<file path="src/rtl/program_load_sequencer.sv">
// Instruction-memory sequencer: streams host program words into consecutive
// addresses while the CPU is held, then releases the CPU at an entry PC.
module program_load_sequencer #(
  parameter int unsigned AW    = 10,
  parameter int unsigned DW    = 32,
  parameter int unsigned DEPTH = 1024
) (
  input  logic          i_clk,
  input  logic          i_rst_n,
  input  logic          i_load_start,
  input  logic [AW-1:0] i_load_base,
  input  logic [AW:0]   i_load_count,
  input  logic          i_in_valid,
  input  logic [DW-1:0] i_in_data,
  output logic          o_in_ready,
  input  logic          i_run_start,
  input  logic [AW-1:0] i_run_addr,
  input  logic [AW-1:0] i_cpu_pc,
  input  logic          i_cpu_halt,
  output logic          o_cpu_hold,
  output logic          o_pc_load,
  output logic [AW-1:0] o_pc_value,
  output logic [AW-1:0] o_ram_addr,
  output logic          o_ram_we,
  output logic [DW-1:0] o_ram_wdata,
  output logic          o_load_done,
  output logic          o_load_err
);

  localparam int unsigned CW = AW + 1;
  localparam logic [CW-1:0] LAST_ADDR = CW'(DEPTH - 1);

  localparam logic [2:0] S_IDLE = 3'd0;
  localparam logic [2:0] S_LOAD = 3'd1;
  localparam logic [2:0] S_DONE = 3'd2;
  localparam logic [2:0] S_RUN  = 3'd3;
  localparam logic [2:0] S_HALT = 3'd4;

  logic [2:0]    r_state;
  logic [AW-1:0] r_base;
  logic [CW-1:0] r_count;
  logic [CW-1:0] r_idx;
  logic [AW-1:0] r_waddr;
  logic [DW-1:0] r_wdata;
  logic          r_we;
  logic          r_in_ready;
  logic          r_cpu_hold;
  logic          r_pc_load;
  logic [AW-1:0] r_pc_value;
  logic          r_load_done;
  logic          r_load_err;

  logic [2:0]    w_state_nxt;
  logic [AW-1:0] w_base_nxt;
  logic [CW-1:0] w_count_nxt;
  logic [CW-1:0] w_idx_nxt;
  logic [AW-1:0] w_waddr_nxt;
  logic [DW-1:0] w_wdata_nxt;
  logic          w_we_nxt;
  logic          w_in_ready_nxt;
  logic          w_cpu_hold_nxt;
  logic          w_pc_load_nxt;
  logic [AW-1:0] w_pc_value_nxt;
  logic          w_load_done_nxt;
  logic          w_load_err_nxt;

  logic          w_xfer;
  logic [CW-1:0] w_sum;
  logic          w_overrun;
  logic [CW-1:0] w_idx_inc;
  logic          w_last;

  // Handshake and target address of the word being offered this cycle.
  assign w_xfer    = (r_state == S_LOAD) && r_in_ready && i_in_valid;
  assign w_sum     = CW'(r_base) + r_idx;
  assign w_overrun = (w_sum > LAST_ADDR);
  assign w_idx_inc = r_idx + CW'(1);
  assign w_last    = (w_idx_inc == r_count);

  // State register.
  always_ff @(posedge i_clk or negedge i_rst_n) begin
    if (!i_rst_n) begin
      r_state <= S_IDLE;
    end else begin
      r_state <= w_state_nxt;
    end
  end

  // Next-state and next-output logic.
  always_comb begin
    w_state_nxt    = r_state;
    w_base_nxt     = r_base;
    w_count_nxt    = r_count;
    w_idx_nxt      = r_idx;
    w_waddr_nxt    = r_waddr;
    w_wdata_nxt    = r_wdata;
    w_we_nxt       = 1'b0;
    w_pc_load_nxt  = 1'b0;
    w_pc_value_nxt = r_pc_value;
    w_load_err_nxt = r_load_err;

    case (r_state)
      S_IDLE, S_HALT: begin
        if (i_load_start) begin
          w_base_nxt     = i_load_base;
          w_count_nxt    = i_load_count;
          w_idx_nxt      = '0;
          w_load_err_nxt = 1'b0;
          w_state_nxt    = (i_load_count == '0) ? S_DONE : S_LOAD;
        end else if (i_run_start) begin
          w_pc_value_nxt = i_run_addr;
          w_pc_load_nxt  = 1'b1;
          w_state_nxt    = S_RUN;
        end
      end
      S_LOAD: begin
        if (w_xfer) begin
          if (w_overrun) begin
            w_load_err_nxt = 1'b1;
            w_state_nxt    = S_DONE;
          end else begin
            w_we_nxt    = 1'b1;
            w_waddr_nxt = w_sum[AW-1:0];
            w_wdata_nxt = i_in_data;
            w_idx_nxt   = w_idx_inc;
            if (w_last) begin
              w_state_nxt = S_DONE;
            end
          end
        end
      end
      S_DONE: begin
        w_state_nxt = S_HALT;
      end
      S_RUN: begin
        if (i_cpu_halt) begin
          w_state_nxt = S_HALT;
        end
      end
      default: begin
        w_state_nxt = S_IDLE;
      end
    endcase

    // CPU runs only while the previous and next cycle are both RUN.
    w_in_ready_nxt  = (w_state_nxt == S_LOAD);
    w_cpu_hold_nxt  = !((r_state == S_RUN) && (w_state_nxt == S_RUN));
    w_load_done_nxt = (w_state_nxt == S_DONE) && (r_state != S_DONE) && !w_load_err_nxt;
  end

  // Registered datapath and outputs.
  always_ff @(posedge i_clk or negedge i_rst_n) begin
    if (!i_rst_n) begin
      r_base      <= '0;
      r_count     <= '0;
      r_idx       <= '0;
      r_waddr     <= '0;
      r_wdata     <= '0;
      r_we        <= 1'b0;
      r_in_ready  <= 1'b0;
      r_cpu_hold  <= 1'b1;
      r_pc_load   <= 1'b0;
      r_pc_value  <= '0;
      r_load_done <= 1'b0;
      r_load_err  <= 1'b0;
    end else begin
      r_base      <= w_base_nxt;
      r_count     <= w_count_nxt;
      r_idx       <= w_idx_nxt;
      r_waddr     <= w_waddr_nxt;
      r_wdata     <= w_wdata_nxt;
      r_we        <= w_we_nxt;
      r_in_ready  <= w_in_ready_nxt;
      r_cpu_hold  <= w_cpu_hold_nxt;
      r_pc_load   <= w_pc_load_nxt;
      r_pc_value  <= w_pc_value_nxt;
      r_load_done <= w_load_done_nxt;
      r_load_err  <= w_load_err_nxt;
    end
  end

  // Memory port belongs to the loader in LOAD/DONE, to CPU fetch otherwise.
  assign o_ram_addr  = ((r_state == S_LOAD) || (r_state == S_DONE)) ? r_waddr : i_cpu_pc;
  assign o_ram_we    = r_we;
  assign o_ram_wdata = r_wdata;
  assign o_in_ready  = r_in_ready;
  assign o_cpu_hold  = r_cpu_hold;
  assign o_pc_load   = r_pc_load;
  assign o_pc_value  = r_pc_value;
  assign o_load_done = r_load_done;
  assign o_load_err  = r_load_err;

endmodule
</file>
<file path="config.mk">
export PLATFORM = sky130hd
export DESIGN_NAME = program_load_sequencer
export DESIGN_NICKNAME = d
export VERILOG_FILES = /design/src/rtl/program_load_sequencer.sv
export SDC_FILE = /design/constraint.sdc
export NUM_CORES = 1
export LEC_CHECK = 0
export ABC_AREA = 1
export BUFFER_PORTS_ARGS = -buffer_cell sky130_fd_sc_hd__buf_2
export CORE_UTILIZATION = 47
export CTS_CLUSTER_DIAMETER = 60
export DETAILED_ROUTE_END_ITERATION = 6
export PLACE_DENSITY = 0.78
export SYNTH_ARGS = -nofsm -noshare
export SYNTH_HDL_FRONTEND = slang
export SYNTH_SLANG_ARGS = --single-unit
</file>
<file path="constraint.sdc">
create_clock -name i_clk -period 1.9 [get_ports i_clk]
set_input_delay 0.285 -clock i_clk [delete_from_list [all_inputs] [get_ports i_clk]]
set_output_delay 0.285 -clock i_clk [all_outputs]
set_load 0.01 [all_outputs]
</file>
==> impl_metrics.py <==
metrics = {
    "worst_hold_path": {
        "worst_hold_path_type": "in2reg",
    },
    "drt": {
        "routed-via-count": 4485,
        "drt-met1-wl_um": 5680,
        "drtIter0Drc": 201,
        "route.detailed.wl_per_inst_um": 15.7,
        "met3RoutedLength_um": 648,
        "remaining_drc_errors": 0,
        "firstDrtPassIters": 5,
        "detail_route.vias_per_cell": 5.04,
        "routed-wl-met2_um": 7220,
        "routed.top_layer": "met4",
        "routed_wirelength_um": 13900,
        "antenna_left": 0,
    },
    "critical_path": {
        "timing.critical_path.from_type": "register",
        "critical_path_arrival_ns": 2.33,
        "endpoint_kind": "register",
        "required_time_at_the_endpoint_of_the_critical_path_ns": 2.16,
        "critical_path.max_fanout": 9,
        "worst-setup-path-type": "reg2reg",
    },
    "clock_network": {
        "ctsHtreeMaxLevel": 3,
        "clk_pin_slew_worst_paths_ns": 0.10,
        "cts_made_buffers": 9,
        "insertion_delay_ns": 0.36,
        "tritoncts": "built",
        "cts.sink_count": 93,
        "buffer_cell_driving_the_clock_tree_root": "clkbuf_8",
        "cts_max_path_buffers": 2,
    },
    "finish": {
        "drive_above_1_share": 0.445,
        "diodes": 0,
        "postLayoutCoreUtil": 0.734,
        "layout.cells.most_common": "nand2_1",
        "area.growth.synth_to_final_pct": 48.6,
        "final_cell_count_no_fill": 889,
        "mostFrequentLayoutCells": "nand2_1 (209), buf_2 (126), dfrtp_1 (90)",
        "net_total_in_the_final_layout": 847,
    },
    "pwr": {
        "p_per_area_mw_per_mm2": 1520,
        "leakagePower_nw": 3.69,
        "peakVddDrop_mv": 0.678,
    },
    "synthesis": {
        "synthesis.area_mm2": 0.00463,
        "synth-edff-count": 0,
        "yosysUniqueCellTypes": 39,
        "async_reset_ff_frac": 1.00,
        "synth_top_flop_cell": "dfrtp_1",
        "synth-seq-cells": 93,
        "synth_top_cell_by_area": "dfrtp_1",
        "syn-mean-instance-area_um2": 8.27,
        "post-synth-top-area-fraction": 0.497,
        "postSynthNetCount": 651,
        "ys.warnings.count": 0,
        "seq_area_frac_synth": 0.503,
        "post_synth_main_area_contributors": "dfrtp_1 (50%), nand2_1 (20%), mux2_2 (4.9%)",
        "synth_cells": 560,
    },
    "place": {
        "post-dp-hpwl_um": 8410,
        "numPlacedInstances": 849,
        "post_place_worst_slack_ns": -0.322,
        "buffer_ports.inserted": 136,
        "gp_congestion": 0.842,
    },
    "timing": {
        "min_period_over_period": 1.09,
        "worst_clk_skew_ns": 0.00924,
        "drv_slew": 0,
        "setup-violations-final": 59,
        "timing.fmax_mhz": 483,
        "setup_tns_ns": -6.30,
        "timing.final.hold_violations": 0,
        "grt_setup_unrepaired": "true",
        "final.setup.worst_slack_ns": -0.169,
        "timing.max_slew.rel_slack": 0.699,
        "max_slew.worst_pin.slew_ns": 0.452,
        "period_needed_ns": 2.07,
    },
    "global_routing": {
        "number_of_antenna_violations_at_the_first_check_in_global_routing": 0,
        "groute.usage.overall": 0.247,
        "grt.overflow.total": 0,
        "grt_pass1_vias": 4125,
        "wire_length_of_the_first_global_routing_pass_um": 19500,
        "grt_max_degree": 42,
    },
    "die": {
        "initial_core_utilization": 0.494,
        "rows": 35,
        "die_area_mm2": 0.0103,
        "floorplan.die.width_um": 101,
        "number_of_top_level_pins": 137,
        "floorplan.core_area_mm2": 0.00937,
        "die-height_um": 101,
    },
    "run": {
        "max_cap_viol_count": 0,
    },
    "outcome": {
        "status": "finished with violations",
        "violated_checks": "setup timing",
    },
}
cell families (layout without fill, tap and decap cells):
| family | count (synthesis) | count (layout) | share of synthesized area |
|---|---|---|---|
| AOI/OAI and AO/OA | 44 | 44 | 0.0535 |
| DFF | 93 | 93 | 0.503 |
| xor gates and xnor gates | 14 | 14 | 0.0295 |
| and+or+nand+nor | 312 | 314 | 0.271 |
| adders and majority gates | 12 | 12 | 0.0340 |
| buffers and inverters | 65 | 263 | 0.0603 |
| muxes | 20 | 20 | 0.0486 |
routing by layer:
layer / global-route usage / vias up
li1: - / 2154
met1: 0.323 / 2120
met2: 0.414 / 176
met3: 0.0297 / 35
met4: 0.111 / 0
met5: 0 / -
path summary, 6_finish.rpt:
check                                               start                          end  slack [ns]  cells past startpoint
worst max register to register       r_idx[5]$_DFFE_PN0P_   o_ram_wdata[3]$_DFFE_PN0P_       -0.17                     12
max in group asynchronous                         i_rst_n  o_ram_wdata[20]$_DFFE_PN0P_        0.85                      3
worst max-delay path                 r_idx[5]$_DFFE_PN0P_   o_ram_wdata[3]$_DFFE_PN0P_       -0.17                     12
worst min register to register  o_pc_value[7]$_DFFE_PN0P_    o_pc_value[7]$_DFFE_PN0P_        0.47                      2
worst min-delay path                        i_in_data[17]  o_ram_wdata[17]$_DFFE_PN0P_        0.10                      3
min in group asynchronous                         i_rst_n      r_count[10]$_DFFE_PN0P_        0.42                      2
cell type report:
type | instances | area (um2)
clock buffer | 9 | 124
clock inverter | 6 | 93.8
fill | 664 | 2490
inverter | 48 | 195
multi-input combinational | 404 | 2590
sequential | 93 | 2330
tap | 129 | 161
timing repair buffer | 199 | 1380
timing repair inverter | 1 | 8.76
flip-flops by register name, indices dropped and copies added (netlist names):
register,cells
o_pc_value,10
o_cpu_hold,1
o_pc_load,1
o_load_done,1
o_in_ready,1
o_ram_wdata,32
r_state,3
o_load_err,1
r_count,11
r_idx,11
r_base,10
o_ram_we,1
r_waddr,10
cells in the mapped netlist (2+ instances only):
cell and number:
nand2_1 247, clkbuf_1 6, a21oi_1 13, nand3_2 2, nand4_1 2, ha_1 11, buf_2 4, o21ai_1 2
nor2_1 26, nand3b_1 3, nor2_2 2, inv_1 47, o21ai_0 19, a21boi_0 2, buf_4 4, xor2_1 8
mux2_2 20, nand2_2 3, nor4_1 2, xnor2_1 5, nor3_1 2, nand3_1 21, dfrtp_1 92, buf_6 2
worst max-delay path: stages (launching register included):
cell and delay, ns:
dfrtp_1 0.44, ha_4 0.33, nand2_4 0.08, o21ai_4 0.20, nand2_2 0.09, nand4_1 0.14
nand2_2 0.08, nand2_4 0.11, buf_8 0.14, clkinv_8 0.07, clkbuf_16 0.17, nand2_1 0.07
nand2_1 0.06
power breakdown:
group | switching [mW] | internal, mW | total (mW)
Clock | 0.757 | 0.749 | 1.51
Sequential | 0.570 | 2.81 | 3.38
Combinational | 2.91 | 2.67 | 5.58
Total | 4.24 | 6.23 | 10.5
timing repair:
action | 4_1_cts | 5_1_grt
endpoints found under the hold margin | 33 | 0
setup buffers | 9 | 6
hold buffers | 1 | 0
pin swaps | 18 | 35
endpoints found under the setup margin | 69 | 69
gates cloned | 4 | 6
gates resized for setup | 48 | 112
through the flow:
step                cell area, um2  hold WS (ns)  total power [mW]
floorplan                     4680       -0.0106              5.80
global placement              5760         0.261              7.12
detailed placement            5760         0.265              7.30
CTS                           6270        0.0962              9.27
global route                  6880         0.103              11.1
finish                        6880         0.105              10.5
No activity file was read; power rests on OpenSTA's default activity.
